**config.mk**
```make
export PLATFORM = sky130hd
export DESIGN_NAME = reaction_ctrl
export DESIGN_NICKNAME = d
export VERILOG_FILES = /design/src/rtl/reaction_pkg.sv /design/src/rtl/reaction_ctrl_ms_downcounter.sv /design/src/rtl/reaction_ctrl.sv
export SDC_FILE = /design/constraint.sdc
export NUM_CORES = 1
export LEC_CHECK = 0
export ABC_CLOCK_PERIOD_IN_PS = 2300
export CAP_MARGIN = 40
export CORE_MARGIN = 2
export CORE_UTILIZATION = 35
export DETAILED_ROUTE_END_ITERATION = 10
export DONT_BUFFER_PORTS = 1
export PLACE_DENSITY = 0.49
export SLEW_MARGIN = 0
export SYNTH_ARGS = -nofsm -noshare
export SYNTH_HDL_FRONTEND = slang
export SYNTH_SLANG_ARGS = --single-unit
```
**constraint.sdc**
```tcl
create_clock -name clk -period 2.3 [get_ports clk]
set_input_delay 0.345 -clock clk [delete_from_list [all_inputs] [get_ports clk]]
set_output_delay 0.345 -clock clk [all_outputs]
set_load 0.03 [all_outputs]
```
**src/rtl/reaction_pkg.sv**
```systemverilog
// Shared types and constants for the reaction-timer sequencing controller.
package reaction_pkg;

  localparam int         DELAY_BITS = 13;
  localparam int         DELAY_MIN  = 250;
  localparam logic [9:0] LED_ALL    = 10'h3FF;

  typedef enum logic [2:0] {
    IDLE   = 3'd0,
    FILL   = 3'd1,
    DELAY  = 3'd2,
    TIMING = 3'd3,
    DONE   = 3'd4,
    EARLY  = 3'd5
  } state_t;

endpackage

```
**src/rtl/reaction_ctrl_ms_downcounter.sv**
```systemverilog
// Loadable millisecond down counter with a flag marking the last count.
module ms_downcounter #(
  parameter int W = 14
) (
  input  logic         clk,
  input  logic         rst,
  input  logic         load,
  input  logic [W-1:0] load_val,
  input  logic         tick,
  output logic [W-1:0] cnt,
  output logic         last
);

  // Load wins over tick; the count never goes below zero.
  always_ff @(posedge clk or posedge rst) begin
    if (rst)
      cnt <= '0;
    else if (load)
      cnt <= load_val;
    else if (tick && (cnt != '0))
      cnt <= cnt - W'(1);
  end

  // The next tick takes the counter to zero.
  assign last = (cnt == W'(1));

endmodule

```
**src/rtl/reaction_ctrl.sv**
```systemverilog
// Reaction-timer game sequencer: LED fill, random wait, reaction measurement.
module reaction_ctrl #(
  parameter int LFSR_BITS  = 16,
  parameter int DELAY_BITS = reaction_pkg::DELAY_BITS,
  parameter int DELAY_MIN  = reaction_pkg::DELAY_MIN,
  parameter int RT_BITS    = 16
) (
  input  logic                 clk,
  input  logic                 rst,
  input  logic                 tick_ms,
  input  logic                 tick_hs,
  input  logic                 start,
  input  logic                 stop,
  input  logic [LFSR_BITS-1:0] prbs,
  output logic                 lfsr_en,
  output logic [9:0]           ledr,
  output logic [RT_BITS-1:0]   rt,
  output logic                 rt_valid,
  output logic                 early,
  output logic                 busy
);

  import reaction_pkg::*;

  // One extra bit so prbs LSBs plus the fixed offset cannot overflow.
  localparam int                 CW     = DELAY_BITS + 1;
  localparam logic [RT_BITS-1:0] RT_MAX = '1;

  state_t          state;
  state_t          next_state;
  logic            load;
  logic            cnt_last;
  logic [CW-1:0]   cnt;
  logic [CW-1:0]   load_val;

  assign load_val = CW'(prbs[DELAY_BITS-1:0]) + CW'(DELAY_MIN);

  ms_downcounter #(
    .W (CW)
  ) u_delay_cnt (
    .clk      (clk),
    .rst      (rst),
    .load     (load),
    .load_val (load_val),
    .tick     ((state == DELAY) && tick_ms),
    .cnt      (cnt),
    .last     (cnt_last)
  );

  // State register.
  always_ff @(posedge clk or posedge rst) begin
    if (rst)
      state <= IDLE;
    else
      state <= next_state;
  end

  // Next-state decode; stop always takes priority over start and ticks.
  always_comb begin
    next_state = state;
    load       = 1'b0;
    case (state)
      IDLE, DONE, EARLY: begin
        if (start && !stop)
          next_state = FILL;
      end
      FILL: begin
        if (stop)
          next_state = EARLY;
        else if (tick_hs && (ledr == LED_ALL)) begin
          next_state = DELAY;
          load       = 1'b1;
        end
      end
      DELAY: begin
        if (stop)
          next_state = EARLY;
        else if (tick_ms && cnt_last)
          next_state = TIMING;
      end
      TIMING: begin
        if (stop)
          next_state = DONE;
      end
      default: next_state = IDLE;
    endcase
  end

  // Registered outputs, updated on state entry or on in-state strobes.
  always_ff @(posedge clk or posedge rst) begin
    if (rst) begin
      ledr     <= '0;
      rt       <= '0;
      rt_valid <= 1'b0;
      early    <= 1'b0;
      busy     <= 1'b0;
      lfsr_en  <= 1'b1;
    end else begin
      busy    <= (next_state == FILL) || (next_state == DELAY) ||
                 (next_state == TIMING);
      lfsr_en <= !((next_state == DELAY) || (next_state == TIMING));
      if (next_state != state) begin
        case (next_state)
          FILL: begin
            ledr     <= '0;
            early    <= 1'b0;
            rt_valid <= 1'b0;
          end
          TIMING: begin
            ledr <= '0;
            rt   <= '0;
          end
          DONE: rt_valid <= 1'b1;
          EARLY: begin
            early    <= 1'b1;
            ledr     <= LED_ALL;
            rt       <= '0;
            rt_valid <= 1'b0;
          end
          default: ;
        endcase
      end else if ((state == FILL) && tick_hs) begin
        ledr <= {ledr[8:0], 1'b1};
      end else if ((state == TIMING) && tick_ms && (rt != RT_MAX)) begin
        rt <= rt + RT_BITS'(1);
      end
    end
  end

endmodule

```
==> results of run 1 <==
flip-flops by register name, summed over array words and instances, names as in the netlist:
signal	count
lfsr_en	1
rt_valid	1
busy	1
state	3
ledr	10
early	1
rt	16
u_delay_cnt.cnt	14
power breakdown:
group	internal [mW]	switching, mW
combinational	0.970	1.19
sequential	1.05	0.306
clock	0.244	0.288
total	2.26	1.79
how the worst max path moves through the flow:
stage                            start            endpoint  slack (ns)  cells past startpoint
floorplan            rt[0]$_DFFE_PP0P_  rt[13]$_DFFE_PP0P_        0.13                      7
global placement     rt[0]$_DFFE_PP0P_  rt[15]$_DFFE_PP0P_        0.11                      6
detailed placement   rt[0]$_DFFE_PP0P_  rt[13]$_DFFE_PP0P_        0.09                      6
CTS                 state[1]$_DFF_PP0_   rt[6]$_DFFE_PP0P_        0.06                      6
global route        state[1]$_DFF_PP0_   rt[6]$_DFFE_PP0P_        0.01                      6
finish               rt[0]$_DFFE_PP0P_   rt[6]$_DFFE_PP0P_        0.13                      7
cell type report:
class	instances	share of cell area [%]
multi-input combinational	239	47.08
sequential	47	33.13
timing repair buffer	49	11.10
tap	105	3.689
clock buffer	7	2.424
inverter	23	2.424
clock inverter	1	0.1405
per-layer routing:
layer	vias up	part of all wire (%)	GRT usage [%]
met5	-	0	0
met4	0	1.3	4.460
met3	6	3.5	3.801
met2	41	49	28.13
met1	1278	46	22.14
li1	1293	-	-
critical path, delay by kind of cell, from the launching register on:
family / cells / cell delay, ns
simple gates: 5 / 1.32
flops: 1 / 0.44
fa+ha+maj: 1 / 0.24
compound gates: 1 / 0.09
cell usage in the layout, fill, tap and decap left out, types with 3 or more instances in the layout:
master and instances:
buf_4 46, dfrtp_1 44, nand3_1 22, nand2_1 21
inv_1 21, o21ai_0 19, nor2_1 15, xnor2_1 14
a21oi_1 13, nor3_1 11, or3_1 9, o221ai_1 9
a2bb2oi_1 9, nor4_1 7, nand4_1 6, clkbuf_8 6
ha_1 5, and4_1 4, nor2b_1 4, or4_1 4
o211ai_1 4, o2111ai_1 4, o21ai_1 3, and2_1 3
xor2_1 3
cells by family (layout without fill, tap and decap cells):
| logic type | Yosys count | in the layout | share of synthesized area, % |
|---|---|---|---|
| AND/OR/NAND/NOR | 131 | 131 | 26.01 |
| AO/OA/AOI/OAI | 84 | 84 | 21.75 |
| flip-flops | 47 | 47 | 39.29 |
| buffers and inverters | 36 | 80 | 5.135 |
| XOR/XNOR | 17 | 17 | 4.969 |
| adder cells (fa/ha/maj) | 5 | 5 | 2.088 |
| multiplexers | 2 | 2 | 0.7515 |
through the flow:
| step | instances | util (%) |
|---|---|---|
| after floorplan | 322 | - |
| after global placement | 462 | 41.73 |
| after detailed placement | 462 | 41.73 |
| after CTS | 471 | 42.95 |
| after global routing | 471 | 43.12 |
| final | 471 | 43.12 |
synthesized netlist by cell type, drive strengths merged (9+ instances only):
| master | number | area (um2) |
|---|---|---|
| nor2 | 16 | 62.56 |
| nand2 | 22 | 85.09 |
| xnor2 | 14 | 122.6 |
| inv | 23 | 86.33 |
| a21oi | 16 | 98.85 |
| dfrtp | 46 | 1151 |
| o221ai | 10 | 93.84 |
| o21ai | 23 | 118.9 |
| or3 | 11 | 78.82 |
| buf | 11 | 60.05 |
| a2bb2oi | 9 | 78.83 |
| nor3 | 11 | 55.05 |
| nand3 | 22 | 110.1 |
what timing repair did:
action / 4_1_cts / 5_1_grt
hold endpoints to repair: 16 / 0
resized for setup: 0 / 5
hold buffers: 1 / 0
setup endpoints to repair: 0 / 9
==> metrics.cfg, run 1 <==
[run_status]
status=complete, no violations

[timing]
postLayoutSetupSlackWorst_ns=0.1349
grt_setup_unrepaired=false
post-route-period-util_pct=94.14
maxSlewViolCount=0
finalSetupViolCount=0
final-hold-violation-count=0
fmax_ghz=0.4619
slew-limit-headroom_pct=64.39
fin_hold_ws_ns=0.1959
setup-tns-final_ns=0
layout_min_cycle_time_ns=2.165
worstMarginPinSlew_ns=0.5333
finClkSkew_ns=0.01189

[clock_network]
cts_max_level=2
cts-root-buf=clkbuf_8
cts_setup_buffers=0
clkLatencyLatePin_ns=0.30
cts_buffer_depth=2
clock_sinks=47
tritoncts=built
path_clk_slew_ns=0.09
cts_buffers=5

[logic_synthesis]
synth_flop_cell=dfrtp_1
yosys_warnings=0
syn_area_per_cell_um2=9.306
synth-seq-cells=47
syn_inst=322
synth_nets=349
synth-edff-count=0
async_flop_share_pct=100.0
synth_cell_type_count=63
syn_area_um2=2997
seq_area_frac_synth_pct=39.29

[job]
max_cap_violations=0

[setup_path]
cpMaxStageDelayCell=or4_1
cp_max_fo=7
reg2reg_depth=7
regToRegSetupSlack_ns=0.13
r2r-start=rt[0]$_DFFE_PP0P_
required_ns=2.52
arrival_ns=2.38
cp-start-kind=flip-flop
slowest_delay_ns=0.46
path_cells=ha_1 > nand3_1 > nor4_1 > or2_2 > or2_4 > or4_1 > o21ai_1
r2r_end=rt[6]$_DFFE_PP0P_
path_class=reg2reg
cp-end-kind=flip-flop

[pwr]
leakage_nw=1.454
p_per_area_nw_per_um2=1137
p_total_mw=4.048
peakVddDrop_v=0.0005379

[cells_and_area]
area_growth_pct=18.83
stdcell_area_um2=3561
seq_area_um2=1180
fin_nets=392
drive_gt1_share_pct=23.22
multiInputGateArea_um2=1677
nFillCells=835
diodes=0

[placed_design]
port_buffers=0
hpwl_um=5651
placed_area_um2=3446
place_ws_ns=0.08627
place_congestion=0.7699

[routing]
drt_iter0_drc=78
wirelength_um=7564
routed-via-count=2618
vias_per_cell=5.558
drtPass1Iterations=4
routedWlPerCell_um=16.06
antenna_left=0
drc=0

[global_routing]
grt_max_degree=26
antenna_found_initial=0
gr-total-overflow=0
grt_pass1_vias=2484
grt_usage_pct=16.88
grt_pass1_wl_um=12340

[floorplanning]
die_h_um=96.53
start_util_pct=36.29
die-area_um2=9318
die_w_um=96.53
fp.coreArea_um2=8258
placementRows=33
ios=52

[hold_path]
whs_path_depth=1
min_to=u_delay_cnt.cnt[1]$_DFFE_PP0P_
hp-start=prbs[1]
hold_path_class=in2reg

Power figures use the tool's default switching activity.
==> inputs of run 2 (changes only) <==
--- a/config.mk
+++ b/config.mk
@@ -11,7 +11,9 @@
 export CORE_UTILIZATION = 35
 export DETAILED_ROUTE_END_ITERATION = 10
 export DONT_BUFFER_PORTS = 1
+export MAX_ROUTING_LAYER = met4
 export PLACE_DENSITY = 0.49
+export SKIP_LAST_GASP = 1
 export SLEW_MARGIN = 0
 export SYNTH_ARGS = -nofsm -noshare
 export SYNTH_HDL_FRONTEND = slang
==> metrics.cfg, run 2 (same netlist as run 1, synthesis figures left out) <==
[run_status]
status=complete, no violations  ; unchanged

[floorplanning]
die-area_um2=9318  ; unchanged
die_w_um=96.53  ; unchanged
die_h_um=96.53  ; unchanged
ios=52  ; unchanged
fp.coreArea_um2=8258  ; unchanged
placementRows=33  ; unchanged
start_util_pct=36.29  ; unchanged

[placed_design]
place_congestion=0.7803  ; was 0.7699
placed_area_um2=3446  ; unchanged
place_ws_ns=0.08627  ; unchanged
port_buffers=0  ; unchanged
hpwl_um=5651  ; unchanged
dp.cells=462  ; unchanged

[cells_and_area]
area_growth_pct=18.79  ; was 18.83%
fin_util_pct=43.11  ; was 43.12%
regMostFlops=rt  ; unchanged
nFillCells=833  ; was 835
fin_nets=392  ; unchanged
stdcell_area_um2=3560  ; was 3561 um2
top_regs=rt: 16 flops, u_delay_cnt.cnt: 14 flops, ledr: 10 flops  ; unchanged
layout_common_cells=46 x buf_4, 45 x dfrtp_1, 22 x nand3_1  ; was 46 x buf_4, 44 x dfrtp_1, 22 x nand3_1
final_common_cell=buf_4  ; unchanged
largest_register_ffs=16  ; unchanged
diodes=0  ; unchanged
instances_no_fill=471  ; unchanged
drive_gt1_share_pct=22.95  ; was 23.22%

[routing]
wirelength_um=7536  ; was 7564 um
drt_iter0_drc=82  ; was 78
vias_per_cell=5.556  ; was 5.558
drc=0  ; unchanged
routedWlPerCell_um=16.00  ; was 16.06 um
drtPass1Iterations=4  ; unchanged
routed-via-count=2617  ; was 2618
antenna_left=0  ; unchanged

[pwr]
leakage_nw=1.455  ; was 1.454 nW
p_per_area_nw_per_um2=1138  ; was 1137 nW/um2
p_total_mw=4.049  ; was 4.048 mW
peakVddDrop_v=0.0005391  ; was 0.0005379 V

[setup_path]
reg2reg_depth=6  ; was 7
cp-end-kind=flip-flop  ; unchanged
arrival_ns=2.40  ; was 2.38 ns
regToRegSetupSlack_ns=0.12  ; was 0.13 ns
cp_max_fo=7  ; unchanged
r2r_end=rt[6]$_DFFE_PP0P_  ; unchanged
r2r-start=state[1]$_DFF_PP0_  ; was rt[0]$_DFFE_PP0P_
cp-start-kind=flip-flop  ; unchanged
crit_start=state[1]$_DFF_PP0_  ; was rt[0]$_DFFE_PP0P_
required_ns=2.52  ; about the same
cpMaxStageDelayCell=or4_1  ; unchanged
path_cells=or3b_1 > o21ai_0 > nand4_1 > or2_4 > or4_1 > o21ai_1  ; was ha_1 > nand3_1 > nor4_1 > or2_2 > or2_4 > or4_1 > o21ai_1
path_class=reg2reg  ; unchanged
slowest_delay_ns=0.46  ; about the same

[clock_network]
clkLatencyLatePin_ns=0.30  ; about the same
cts_buffer_depth=2  ; unchanged
clock_sinks=47  ; unchanged
tritoncts=built  ; unchanged
cts_max_level=2  ; unchanged
cts_buffers=5  ; unchanged
path_clk_slew_ns=0.09  ; about the same
cts-root-buf=clkbuf_8  ; unchanged

[timing]
layout_min_cycle_time_ns=2.175  ; was 2.165 ns
finClkSkew_ns=0.01190  ; was 0.01189 ns
postLayoutSetupSlackWorst_ns=0.1248  ; was 0.1349 ns
post-route-period-util_pct=94.58  ; was 94.14%
setup-tns-final_ns=0  ; unchanged
grt_setup_unrepaired=true  ; was false
worstMarginPinSlew_ns=0.5334  ; was 0.5333 ns
finalSetupViolCount=0  ; unchanged
final-hold-violation-count=0  ; unchanged
fmax_ghz=0.4597  ; was 0.4619 GHz
slew-limit-headroom_pct=64.39  ; about the same
maxSlewViolCount=0  ; unchanged
fin_hold_ws_ns=0.1958  ; was 0.1959 ns

[global_routing]
grt_usage_pct=17.36  ; was 16.88%
gr-total-overflow=0  ; unchanged
grt_pass1_vias=2483  ; was 2484
grt_pass1_wl_um=12340  ; about the same
antenna_found_initial=0  ; unchanged
grt_max_degree=26  ; unchanged

[hold_path]
hp-start=prbs[1]  ; unchanged
hold_path_class=in2reg  ; unchanged
min_to=u_delay_cnt.cnt[1]$_DFFE_PP0P_  ; unchanged
whs_path_depth=1  ; unchanged

[job]
max_cap_violations=0  ; unchanged

-- run 2: critical path: cells and delay by family (launching register included) --
kind	cells	cell delay, ns
flip-flops	1	0.44
AO/OA/AOI/OAI	2	0.19
AND/OR/NAND/NOR	4	1.48
-- run 2: metal layers --
metal / share of wire (%) / up-vias / wire, um / GRT usage, %
met1: 46 / 1273 / 3464 / 22.28
met3: 3.8 / 8 / 286 / 3.879
met2: 49 / 44 / 3686 / 27.89
met4: 1.3 / 0 / 99 / 4.460
li1: - / 1292 / - / -
met5: 0 / - / 0 / -
-- run 2: worst max-delay path by stage --
stage / end / slack, ns / cells past startpoint
after floorplan: rt[13]$_DFFE_PP0P_ / 0.13 / 7
after global placement: rt[15]$_DFFE_PP0P_ / 0.11 / 6
after detailed placement: rt[13]$_DFFE_PP0P_ / 0.09 / 6
after CTS: rt[6]$_DFFE_PP0P_ / 0.06 / 6
after global routing: rt[6]$_DFFE_PP0P_ / -0.008 / 6
final: rt[6]$_DFFE_PP0P_ / 0.12 / 6
-- run 2: repair_timing --
item | in CTS | in global routing
setup endpoints to repair | 0 | 9
resized for setup | 0 | 4
endpoints found under the hold margin | 16 | 0
setup buffers | 0 | 0
hold buffers | 1 | 0
-- run 2: where the power goes --
group | switching, mW | internal (mW) | leakage (nW)
Sequential | 0.307 | 1.05 | 0.606
Clock | 0.288 | 0.244 | 0.0482
Combinational | 1.19 | 0.970 | 0.801
Total | 1.79 | 2.26 | 1.46
-- run 2: cell type report --
type / count / area [um2] / area share (%)
clock inverters: 1 / 5.005 / 0.1406
flip-flops and latches: 47 / 1179 / 33.11
clock buffers: 7 / 86.33 / 2.425
repair buffers: 49 / 395.4 / 11.11
inverters: 23 / 86.33 / 2.425
multi-input cells: 239 / 1677 / 47.10
well taps: 105 / 131.4 / 3.691
==> inputs of run 3 (changes only) <==
--- a/config.mk
+++ b/config.mk
@@ -5,7 +5,7 @@
 export SDC_FILE = /design/constraint.sdc
 export NUM_CORES = 1
 export LEC_CHECK = 0
-export ABC_CLOCK_PERIOD_IN_PS = 2300
+export ABC_CLOCK_PERIOD_IN_PS = 2700
 export CAP_MARGIN = 40
 export CORE_MARGIN = 2
 export CORE_UTILIZATION = 35
==> constraint.sdc (replaced) <==
create_clock -name clk -period 2.7 [get_ports clk]
set_input_delay 0.405 -clock clk [delete_from_list [all_inputs] [get_ports clk]]
set_output_delay 0.405 -clock clk [all_outputs]
set_load 0.03 [all_outputs]
==> metrics.cfg, run 3 (same netlist as run 1, synthesis figures left out) <==
[run_status]
status=complete, no violations  ; unchanged

[clock_network]
tritoncts=built  ; unchanged
clkLatencyLatePin_ns=0.31  ; was 0.30 ns
clock_sinks=47  ; unchanged
path_clk_slew_ns=0.10  ; was 0.09 ns
ctsResizeCount=0  ; unchanged
cts_buffer_depth=2  ; unchanged
cts_buffers=5  ; unchanged
cts_setup_buffers=0  ; unchanged
cts-root-buf=clkbuf_8  ; unchanged
cts_max_level=2  ; unchanged

[cells_and_area]
fin_util_pct=40.17  ; was 43.11%
final_common_cell=dfrtp_1  ; was buf_4
largest_register_ffs=16  ; unchanged
instances_no_fill=444  ; was 471
area_growth_pct=10.69  ; was 18.79%
fin_nets=365  ; was 392
diodes=0  ; unchanged
drive_gt1_share_pct=15.93  ; was 22.95%
layout_common_cells=46 x dfrtp_1, 22 x nand3_1, 21 x nand2_1, 21 x inv_1, 21 x buf_4  ; was 46 x buf_4, 45 x dfrtp_1, 22 x nand3_1
regMostFlops=rt  ; unchanged
stdcell_area_um2=3317  ; was 3560 um2
top_regs=rt: 16 flops, u_delay_cnt.cnt: 14 flops, ledr: 10 flops  ; unchanged

[routing]
vias_per_cell=5.655  ; was 5.556
drtPass1Iterations=4  ; unchanged
wirelength_um=7489  ; was 7536 um
antenna_left=0  ; unchanged
drt_iter0_drc=67  ; was 82
drc=0  ; unchanged
routedWlPerCell_um=16.87  ; was 16.00 um
routed-via-count=2511  ; was 2617

[setup_path]
crit_family=simple AND/OR/NAND/NOR gates  ; unchanged
cpMaxStageDelayCell=dfrtp_1  ; was or4_1
cp-start-kind=flip-flop  ; unchanged
slowest_delay_ns=0.56  ; was 0.46 ns
reg2reg_depth=6  ; unchanged
arrival_ns=2.62  ; was 2.40 ns
critPathBufInv=0  ; unchanged
worstSetupPathDepth=6  ; unchanged
cp_max_fo=14  ; was 7
path_class=reg2reg  ; unchanged
required_ns=2.93  ; was 2.52 ns
cp-end-kind=flip-flop  ; unchanged
path_cells=or3b_1 > o21ai_0 > nand4_1 > or2_1 > or4_1 > o21ai_1  ; was or3b_1 > o21ai_0 > nand4_1 > or2_4 > or4_1 > o21ai_1

[timing]
grt_setup_unrepaired=false  ; was true
maxSlewViolCount=0  ; unchanged
final-hold-violation-count=0  ; unchanged
finClkSkew_ns=0.01063  ; was 0.01190 ns
fmax_ghz=0.4188  ; was 0.4597 GHz
worstMarginPinSlew_ns=0.7257  ; was 0.5334 ns
layout_min_cycle_time_ns=2.387  ; was 2.175 ns
post-route-period-util_pct=88.43  ; was 94.58%
slew-limit-headroom_pct=51.62  ; was 64.39%
finalSetupViolCount=0  ; unchanged
setup-tns-final_ns=0  ; unchanged

[pwr]
p_sw_mw=1.501  ; was 1.788 mW
p_sw_share_pct=46.44  ; was 44.15%
clkPwrFrac_pct=13.9  ; was 13.1%
peakVddDrop_v=0.0004895  ; was 0.0005391 V
pwr-share-comb_pct=48.4  ; was 53.4%
p_per_area_nw_per_um2=974.1  ; was 1138 nW/um2
intPower_mw=1.730  ; was 2.262 mW
p_seq_share_pct=37.7  ; was 33.5%
leakage_nw=1.301  ; was 1.455 nW
p_total_mw=3.231  ; was 4.049 mW

[global_routing]
antenna_found_initial=0  ; unchanged
grtUsageMet1_pct=23.44  ; was 22.28%
busiest_layer=met2  ; unchanged
gr-total-overflow=0  ; unchanged
globalRouteMet3Util_pct=3.258  ; was 3.879%
grt_pass1_vias=2418  ; was 2483
grt_usage_pct=17.69  ; was 17.36%
grt_use_met2_pct=28.24  ; was 27.89%
grt_max_degree=21  ; was 26
grt_pass1_wl_um=12420  ; was 12340 um

[floorplanning]
die-area_um2=9318  ; unchanged
fp.coreArea_um2=8258  ; unchanged
placementRows=33  ; unchanged
die_w_um=96.53  ; unchanged
die_h_um=96.53  ; unchanged
start_util_pct=36.29  ; unchanged
ios=52  ; unchanged

[placed_design]
placed_area_um2=3218  ; was 3446 um2
place_congestion=0.8608  ; was 0.7803
port_buffers=0  ; unchanged
hpwl_um=5523  ; was 5651 um
dp.cells=435  ; was 462

[hold_path]
hold_path_class=in2reg  ; unchanged
whs_path_depth=1  ; unchanged

[job]
max_cap_violations=0  ; unchanged

run 3: power groups by stage:
stage	Clock, mW	Sequential [mW]	Combinational [mW]
global placement	0	1.23	1.56
floorplan	0	1.23	1.19
finish	0.449	1.22	1.56
global route	0.492	1.25	1.74
CTS	0.462	1.22	1.58
detailed placement	0	1.23	1.57
run 3: through the flow:
stage / hold slack, ns / setup slack, ns
after floorplan: 0.5351 / 0.5253
after global placement: 0.2507 / 0.3354
after detailed placement: 0.2508 / 0.3400
after CTS: 0.2461 / 0.2930
after global routing: 0.2430 / 0.1451
final: 0.2454 / 0.3125
run 3: path summary, 6_finish.rpt:
kind | end | start | slack (ns)
worst min-delay path | u_delay_cnt.cnt[1]$_DFFE_PP0P_ | prbs[1] | 0.25
max in group asynchronous | lfsr_en$_DFF_PP1_ | rst | 1.60
min in group asynchronous | rt[7]$_DFFE_PP0P_ | rst | 0.49
worst min register to register | u_delay_cnt.cnt[11]$_DFFE_PP0P_ | u_delay_cnt.cnt[11]$_DFFE_PP0P_ | 0.57
worst max register to register | rt[6]$_DFFE_PP0P_ | state[1]$_DFF_PP0_ | 0.31
worst max-delay path | rt[6]$_DFFE_PP0P_ | state[1]$_DFF_PP0_ | 0.31
run 3: layer usage:
layer  wire length, um  up-vias
met1              3480     1225
met5                 0        -
li1                  -     1241
met4                62        0
met2              3685       40
met3               260        5
run 3: repair_timing:
item                                    4_1_cts  5_1_grt
hold endpoints to repair                     10        0
hold buffers                                  1        0
endpoints found under the setup margin        0        0
run 3: layout make-up:
class / count / area [um2]
repair buffers: 22 / 167.7
inverters: 23 / 86.33
multi-input cells: 239 / 1665
well taps: 105 / 131.4
clock inverters: 3 / 20.02
clock buffers: 5 / 68.82
fillers: 859 / 4941
flip-flops and latches: 47 / 1177
run 3: worst reg2reg max path: stages, from the launching register on:
cell,delay [ns]
dfrtp_1,0.56
or3b_1,0.47
o21ai_0,0.10
nand4_1,0.20
or2_1,0.41
or4_1,0.50
o21ai_1,0.08
